$ cat src/rtl/serial_bit_feeder.sv
// Parallel-to-serial front end for the 1011 sequence detector: WIDTH-bit words in, one bit per clk out.
// Define FEEDER_PARITY_EN to append an even-parity bit (state PARITY) after each word.
module serial_bit_feeder #(
  parameter int unsigned WIDTH      = 8,
  parameter bit          MSB_FIRST  = 1'b1,
  parameter bit          IDLE_LEVEL = 1'b0
) (
  input  logic             clk,
  input  logic             rst,
  input  logic             load_valid,
  output logic             load_ready,
  input  logic [WIDTH-1:0] load_data,
  input  logic             stall,
  output logic             serial_out,
  output logic             bit_valid,
  output logic             frame_done
);

  localparam int unsigned    CW       = $clog2(WIDTH + 1);
  localparam logic [CW-1:0]  CNT_ZERO = {CW{1'b0}};
  localparam logic [CW-1:0]  CNT_ONE  = CW'(1);
  localparam logic [CW-1:0]  CNT_LAST = CW'(WIDTH - 1);

  typedef enum logic [1:0] {
    S_IDLE   = 2'd0,
    S_SHIFT  = 2'd1
`ifdef FEEDER_PARITY_EN
    ,
    S_PARITY = 2'd2
`endif
  } state_t;

  state_t            state_q, state_d;
  logic [WIDTH-1:0]  shift_q, shift_d;
  logic [CW-1:0]     cnt_q, cnt_d;
  logic              serial_q, serial_d;
  logic              valid_q, valid_d;
  logic              done_q, done_d;
`ifdef FEEDER_PARITY_EN
  logic              par_q, par_d;
`endif

  logic              final_s;
  logic              accept_s;
  logic              first_bit_s;
  logic              next_bit_s;
  logic [WIDTH-1:0]  load_rest_s;
  logic [WIDTH-1:0]  shift_adv_s;

  // The bit being presented is the last of its frame (parity bit when enabled).
`ifdef FEEDER_PARITY_EN
  assign final_s = (state_q == S_PARITY);
`else
  assign final_s = (state_q == S_SHIFT) && (cnt_q == CNT_ZERO);
`endif

  assign load_ready = rst && !stall && ((state_q == S_IDLE) || final_s);
  assign accept_s   = load_valid && load_ready;

  assign first_bit_s = MSB_FIRST ? load_data[WIDTH-1] : load_data[0];
  assign next_bit_s  = MSB_FIRST ? shift_q[WIDTH-1]   : shift_q[0];
  assign load_rest_s = MSB_FIRST ? {load_data[WIDTH-2:0], 1'b0} : {1'b0, load_data[WIDTH-1:1]};
  assign shift_adv_s = MSB_FIRST ? {shift_q[WIDTH-2:0], 1'b0}   : {1'b0, shift_q[WIDTH-1:1]};

  // Next-state and next-output logic; stall freezes everything.
  always_comb begin
    state_d  = state_q;
    shift_d  = shift_q;
    cnt_d    = cnt_q;
    serial_d = serial_q;
    valid_d  = valid_q;
    done_d   = done_q;
`ifdef FEEDER_PARITY_EN
    par_d    = par_q;
`endif
    if (stall) begin
      state_d = state_q;
    end else if (accept_s) begin
      state_d  = S_SHIFT;
      shift_d  = load_rest_s;
      cnt_d    = CNT_LAST;
      serial_d = first_bit_s;
      valid_d  = 1'b1;
      done_d   = 1'b0;
`ifdef FEEDER_PARITY_EN
      par_d    = ^load_data;
`endif
    end else begin
      case (state_q)
        S_SHIFT: begin
          if (cnt_q != CNT_ZERO) begin
            serial_d = next_bit_s;
            shift_d  = shift_adv_s;
            cnt_d    = cnt_q - CNT_ONE;
`ifdef FEEDER_PARITY_EN
            done_d   = 1'b0;
`else
            done_d   = (cnt_q == CNT_ONE);
`endif
          end else begin
`ifdef FEEDER_PARITY_EN
            state_d  = S_PARITY;
            serial_d = par_q;
            valid_d  = 1'b1;
            done_d   = 1'b1;
`else
            state_d  = S_IDLE;
            serial_d = IDLE_LEVEL;
            valid_d  = 1'b0;
            done_d   = 1'b0;
`endif
          end
        end
        default: begin
          state_d  = S_IDLE;
          cnt_d    = CNT_ZERO;
          serial_d = IDLE_LEVEL;
          valid_d  = 1'b0;
          done_d   = 1'b0;
        end
      endcase
    end
  end

  // State and registered outputs.
  always_ff @(posedge clk or negedge rst) begin
    if (!rst) begin
      state_q  <= S_IDLE;
      shift_q  <= {WIDTH{1'b0}};
      cnt_q    <= CNT_ZERO;
      serial_q <= IDLE_LEVEL;
      valid_q  <= 1'b0;
      done_q   <= 1'b0;
`ifdef FEEDER_PARITY_EN
      par_q    <= 1'b0;
`endif
    end else begin
      state_q  <= state_d;
      shift_q  <= shift_d;
      cnt_q    <= cnt_d;
      serial_q <= serial_d;
      valid_q  <= valid_d;
      done_q   <= done_d;
`ifdef FEEDER_PARITY_EN
      par_q    <= par_d;
`endif
    end
  end

  assign serial_out = serial_q;
  assign bit_valid  = valid_q;
  assign frame_done = done_q;

endmodule

$ cat config.mk
export PLATFORM = sky130hd
export DESIGN_NAME = serial_bit_feeder
export DESIGN_NICKNAME = d
export VERILOG_FILES = /design/src/rtl/serial_bit_feeder.sv
export SDC_FILE = /design/constraint.sdc
export NUM_CORES = 1
export LEC_CHECK = 0
export ABC_CLOCK_PERIOD_IN_PS = 3600
export CAP_MARGIN = 20
export CORE_UTILIZATION = 55
export CTS_BUF_LIST = sky130_fd_sc_hd__clkbuf_4
export DETAILED_ROUTE_END_ITERATION = 8
export PLACE_DENSITY = 0.85
export SLEW_MARGIN = 15
export SYNTH_ARGS = -nofsm -noshare
export SYNTH_HDL_FRONTEND = slang
export SYNTH_SLANG_ARGS = --single-unit
$ cat constraint.sdc
create_clock -name clk -period 3.6 [get_ports clk]
set_clock_uncertainty 0.15 [all_clocks]
set_input_delay 0.72 -clock clk [delete_from_list [all_inputs] [get_ports clk]]
set_output_delay 0.72 -clock clk [all_outputs]
set_load 0.01 [all_outputs]
### Yosys cells after proc, flatten, opt, wreduce, memory -nomap -nowiden

Index checks and enable logic that the tools add are counted.

| storage, ports and cells | value |
|---|---|
| word-level logic and storage cells | 44 |
| output and inout bits | 4 |
| input bits | 12 |
| bits in registers | 17 |

| cells by class | value |
|---|---|
| equality and inequality tests | 4 |
| multiplexer cells | 18 |
| reductions and logical operators | 14 |
| bitwise operators | 1 |
| add/sub/neg operators | 1 |

Operators by type and width:

| cell | count |
|---|---|
| two-way mux 8 bit | 3 |
| two-way mux 4 bit | 3 |
| two-way mux 1 bit | 9 |
| two-way mux 2 bit | 3 |
| == test 4 x 1 -> 1 bit (second input constant) | 1 |
| logical AND 1 bit | 4 |
| logical NOT 4 bit | 1 |
| AND reduction 2 bit | 2 |
| nonzero test 2 bit | 2 |
| nonzero test 4 bit | 1 |
| subtractor 4 x 1 -> 4 bit (second input constant) | 1 |
| inequality test 3 x 2 -> 1 bit (second input constant) | 1 |
| inequality test 3 bit (second input constant) | 1 |
| AND reduction 3 bit | 1 |
| == test 2 x 1 -> 1 bit (second input constant) | 1 |
| logical NOT 2 bit | 1 |
| logical NOT 1 bit | 1 |
| logical OR 1 bit | 1 |
| NOT 1 bit | 1 |

### Longest topological paths before layout

Gate-level depths: netlist of the first run.

| depth | value |
|---|---|
| depth in word-level cells | 7 |
| mapped depth | 6 |

### Worst setup path after synthesis of the first run

OpenSTA, ideal clock, no wires.

| path | value |
|---|---|
| path type | reg-to-output |
| from | reg cnt_q[0] |
| to | out load_ready |
| stages on the path, launching flop included | 7 |
| path slack | 1.250 ns |
| required time | 2.730 ns |
| arrival | 1.480 ns |
| buffers on the path | 1 |
| path through | dfrtp_1 -> inv_1 -> ha_1 -> or3b_4 -> buf_6 -> nand2_1 -> and3b_1 |

| on the way | value |
|---|---|
| longest elaborated chain between the ends | 4 |

RTL lines:

| element | RTL line | text |
|---|---|---|
| start: declaration | 35 | `logic [CW-1:0] cnt_q, cnt_d;` |
| start signal: assignment | 140 | `cnt_q <= cnt_d;` |
| logical NOT 4 bit | 54 | `assign final_s = (state_q == S_SHIFT) && (cnt_q == CNT_ZERO);` |
| logical AND 1 bit | 54 |  |
| logical OR 1 bit | 57 | `assign load_ready = rst && !stall && ((state_q == S_IDLE) \|\| final_s);` |
| logical AND 1 bit | 57 |  |
| end: declaration | 11 | `output logic load_ready,` |

Every way passes these cells.

### Worst setup path after layout of the first run

Same ends and word-level chain as after synthesis.

==> impl_metrics.py, run 1 <==
metrics = {
    "cells_and_area": {
        "final_util_pct": 78.7,
        "n_antenna_cell": 0,
        "stdcell_count": 100,
        "final_nets": 103,
        "area_growth_syn_to_layout_pct": 23.7,
        "drive_above_1_share_pct": 8.14,
    },
    "yosys": {
        "yosysWarningCount": 0,
        "synth_top_area_share_pct": 46.4,
        "ys_seq_elements": 14,
        "synth_enable_flop_cells": 0,
        "syn_area_per_cell_um2": 10.8,
        "async_reset_ff_share_pct": 100,
        "ys_top_cells_by_area": "dfrtp_1, a221o_1, and3_1, ha_1, and3b_1",
        "synth_top_area_cell": "dfrtp_1",
        "yosysMostFrequentCell": "dfrtp_1",
        "ys.flop_type": "dfrtp_1",
        "yosys-top-cells-count": "dfrtp_1, a221o_1, and3_1",
        "syn_inst": 70,
        "yosysUniqueCellTypes": 27,
        "seq_area_frac_synth_pct": 46.4,
        "synth_area_um2": 754,
        "syn-num-nets": 85,
    },
    "sta": {
        "setup_viol": 0,
        "setup_tns_ps": 0,
        "fin_crit_sh_pct": 89.0,
        "holdWs_ps": 356,
        "hold_viol_final": 0,
        "drv_slew": 0,
        "fmax_mhz": 312,
        "relSlewSlack_pct": 62.8,
        "fin_crit_ps": 3200,
        "rsz0062_at_grt": "false",
        "setup_slack_ps": 398,
        "worst_slew_pin_slew_ps": 557,
    },
    "placement": {
        "dpl.hpwl_um": 1150,
        "place_inst": 97,
        "place_congestion": 0.780,
        "portBuffers": 15,
        "dp_slack_ps": 571,
    },
    "drt": {
        "drt_iter0_drc": 23,
        "dr.pass1.iters": 4,
        "via_per_inst": 6.29,
        "antenna_left": 0,
        "drc": 0,
        "wl_per_cell_um": 16.7,
        "finalWirelength_um": 1670,
        "vias": 629,
    },
    "power_and_ir_drop": {
        "power.density_nw_per_um2": 687,
        "ir_drop_mv": 0.483,
        "cellLeakagePower_nw": 0.441,
    },
    "worst_setup_path": {
        "cp_cell_sequence": "inv_1 > ha_1 > or3b_4 > nand2_1 > and3b_1 > clkdlybuf4s50_1",
        "cp.required_ps": 2730,
        "worstSetupPathType": "reg -> out",
        "reg2reg_from": "cnt_q[0]",
        "cp-end-kind": "primary output",
        "max_stage_delay_ps": 540,
        "r2r_setup_slack_ps": 1600,
        "path_buf_inv": 2,
        "cp-start-kind": "flop",
        "worst-endpoint-arrival_ps": 2330,
        "crit_slowest_cell": "clkdlybuf4s50_1",
        "worstPathMaxFanout": 15,
        "cpLargestDelayFamily": "simple AND/OR/NAND/NOR gates",
        "r2r-end": "shift_q[3]",
        "r2r_cells": 5,
    },
    "min_path": {
        "holdPathEnd": "shift_q[1]",
        "min_from": "shift_q[1]",
        "hold_depth": 1,
        "min_path_type": "reg -> reg",
    },
    "clock_network": {
        "worstSkewPairLatency_ps": 280,
        "htree_levels": 1,
        "clk_pin_slew_ps": 90,
        "post_cts_buffers": 0,
        "cts_root_buf": "clkbuf_4",
        "numCtsBuffers": 3,
        "cts_sinks": 14,
        "cts.path.max_buffers": 2,
        "cts-hold-fix-buffers": 0,
        "ctsResizeCount": 0,
        "cts_tree": "done",
    },
    "global_routing": {
        "grt_overflow_total": 0,
        "grt_pass1_wl_um": 2480,
        "grt_pass1_vias": 542,
        "grtUsageTotal_pct": 24.7,
        "grt_max_degree": 19,
        "antenna_found_initial": 0,
    },
    "floorplan": {
        "io_pins": 16,
        "die_h_um": 39.0,
        "rows": 12,
        "start_util_pct": 63.6,
        "die_area_um2": 1520,
        "core_um2": 1190,
        "die_w_um": 39.0,
    },
    "outcome": {
        "status": "complete, no violations",
    },
    "flow_run": {
        "cap_viol_max_count": 0,
    },
}
## cell families (layout without fill, tap and decap cells)
family | count (synthesis) | count (layout) | share of synthesized area [%]
AND/OR/NAND/NOR | 24 | 24 | 19.7
AO/OA/AOI/OAI | 23 | 23 | 24.0
flip-flops | 14 | 14 | 46.4
buffers and inverters | 5 | 21 | 3.48
adder cells (fa/ha/maj) | 3 | 3 | 4.98
multiplexers | 1 | 1 | 1.33
## worst max path at each step
stage | startpoint | end | depth (start not counted)
finish | cnt_q[0] | load_ready | 6
CTS | cnt_q[0] | load_ready | 6
detailed placement | stall | load_ready | 3
global placement | stall | load_ready | 3
global route | cnt_q[0] | load_ready | 6
floorplan | cnt_q[0] | load_ready | 6
## through the flow
step	total power, W	cell area, um2
after detailed placement	0.000553	911
after CTS	0.000640	933
after floorplan	0.000464	754
after global routing	0.000684	933
after global placement	0.000539	911
final	0.000641	933
## layout make-up
class / count / area, um2
multi-input combinational: 51 / 378
sequential: 14 / 350
fill: 81 / 253
timing repair buffer: 16 / 158
clock buffer: 3 / 22.5
tap: 14 / 17.5
inverter: 2 / 7.51
## placed cells by master, fill, tap and decap left out, types with 2 or more instances in the layout
cell	instances
clkdlybuf4s50_1	15
dfrtp_1	14
a221o_1	7
and3_1	6
o21ai_0	5
nand2_1	4
and3b_1	3
a31oi_1	3
ha_1	3
clkbuf_4	3
inv_1	2
o22a_1	2
a21oi_2	2
nor2b_1	2
and2_1	2
## report_power, final
| part | leakage (nW) | total (W) | switching (W) | internal [W] |
|---|---|---|---|---|
| clock | 0.0138 | 0.0000884 | 0.0000497 | 0.0000387 |
| sequential | 0.180 | 0.000286 | 0.0000661 | 0.000219 |
| combinational | 0.247 | 0.000268 | 0.000124 | 0.000144 |
## registers in the layout, summed over array words and instances, names as in the netlist
| name | flops |
|---|---|
| cnt_q | 4 |
| frame_done | 1 |
| serial_out | 1 |
| shift_q | 7 |
| state_q | 1 |
## worst register-to-register path, stage by stage (launching register included)
cell and delay (ps):
dfrtp_1 450, inv_1 110, ha_1 190, or3b_4 480, a21oi_2 330, a221o_1 220
## layer usage
layer	track usage [%]	share of wire (%)	vias up
met3	7.51	5.1	2
met2	34.6	45	24
met4	7.76	1.0	0
li1	-	-	305
met1	35.9	48	298
met5	0	0	-
No activity file was read; power rests on OpenSTA's default activity.
==> inputs of run 2 (changes only) <==
--- a/config.mk
+++ b/config.mk
@@ -6,7 +6,6 @@
 export NUM_CORES = 1
 export LEC_CHECK = 0
 export ABC_CLOCK_PERIOD_IN_PS = 3600
-export CAP_MARGIN = 20
 export CORE_UTILIZATION = 55
 export CTS_BUF_LIST = sky130_fd_sc_hd__clkbuf_4
 export DETAILED_ROUTE_END_ITERATION = 8
==> results of run 2 <==
The final DEF is identical to that of run 1; final timing and power are the same.
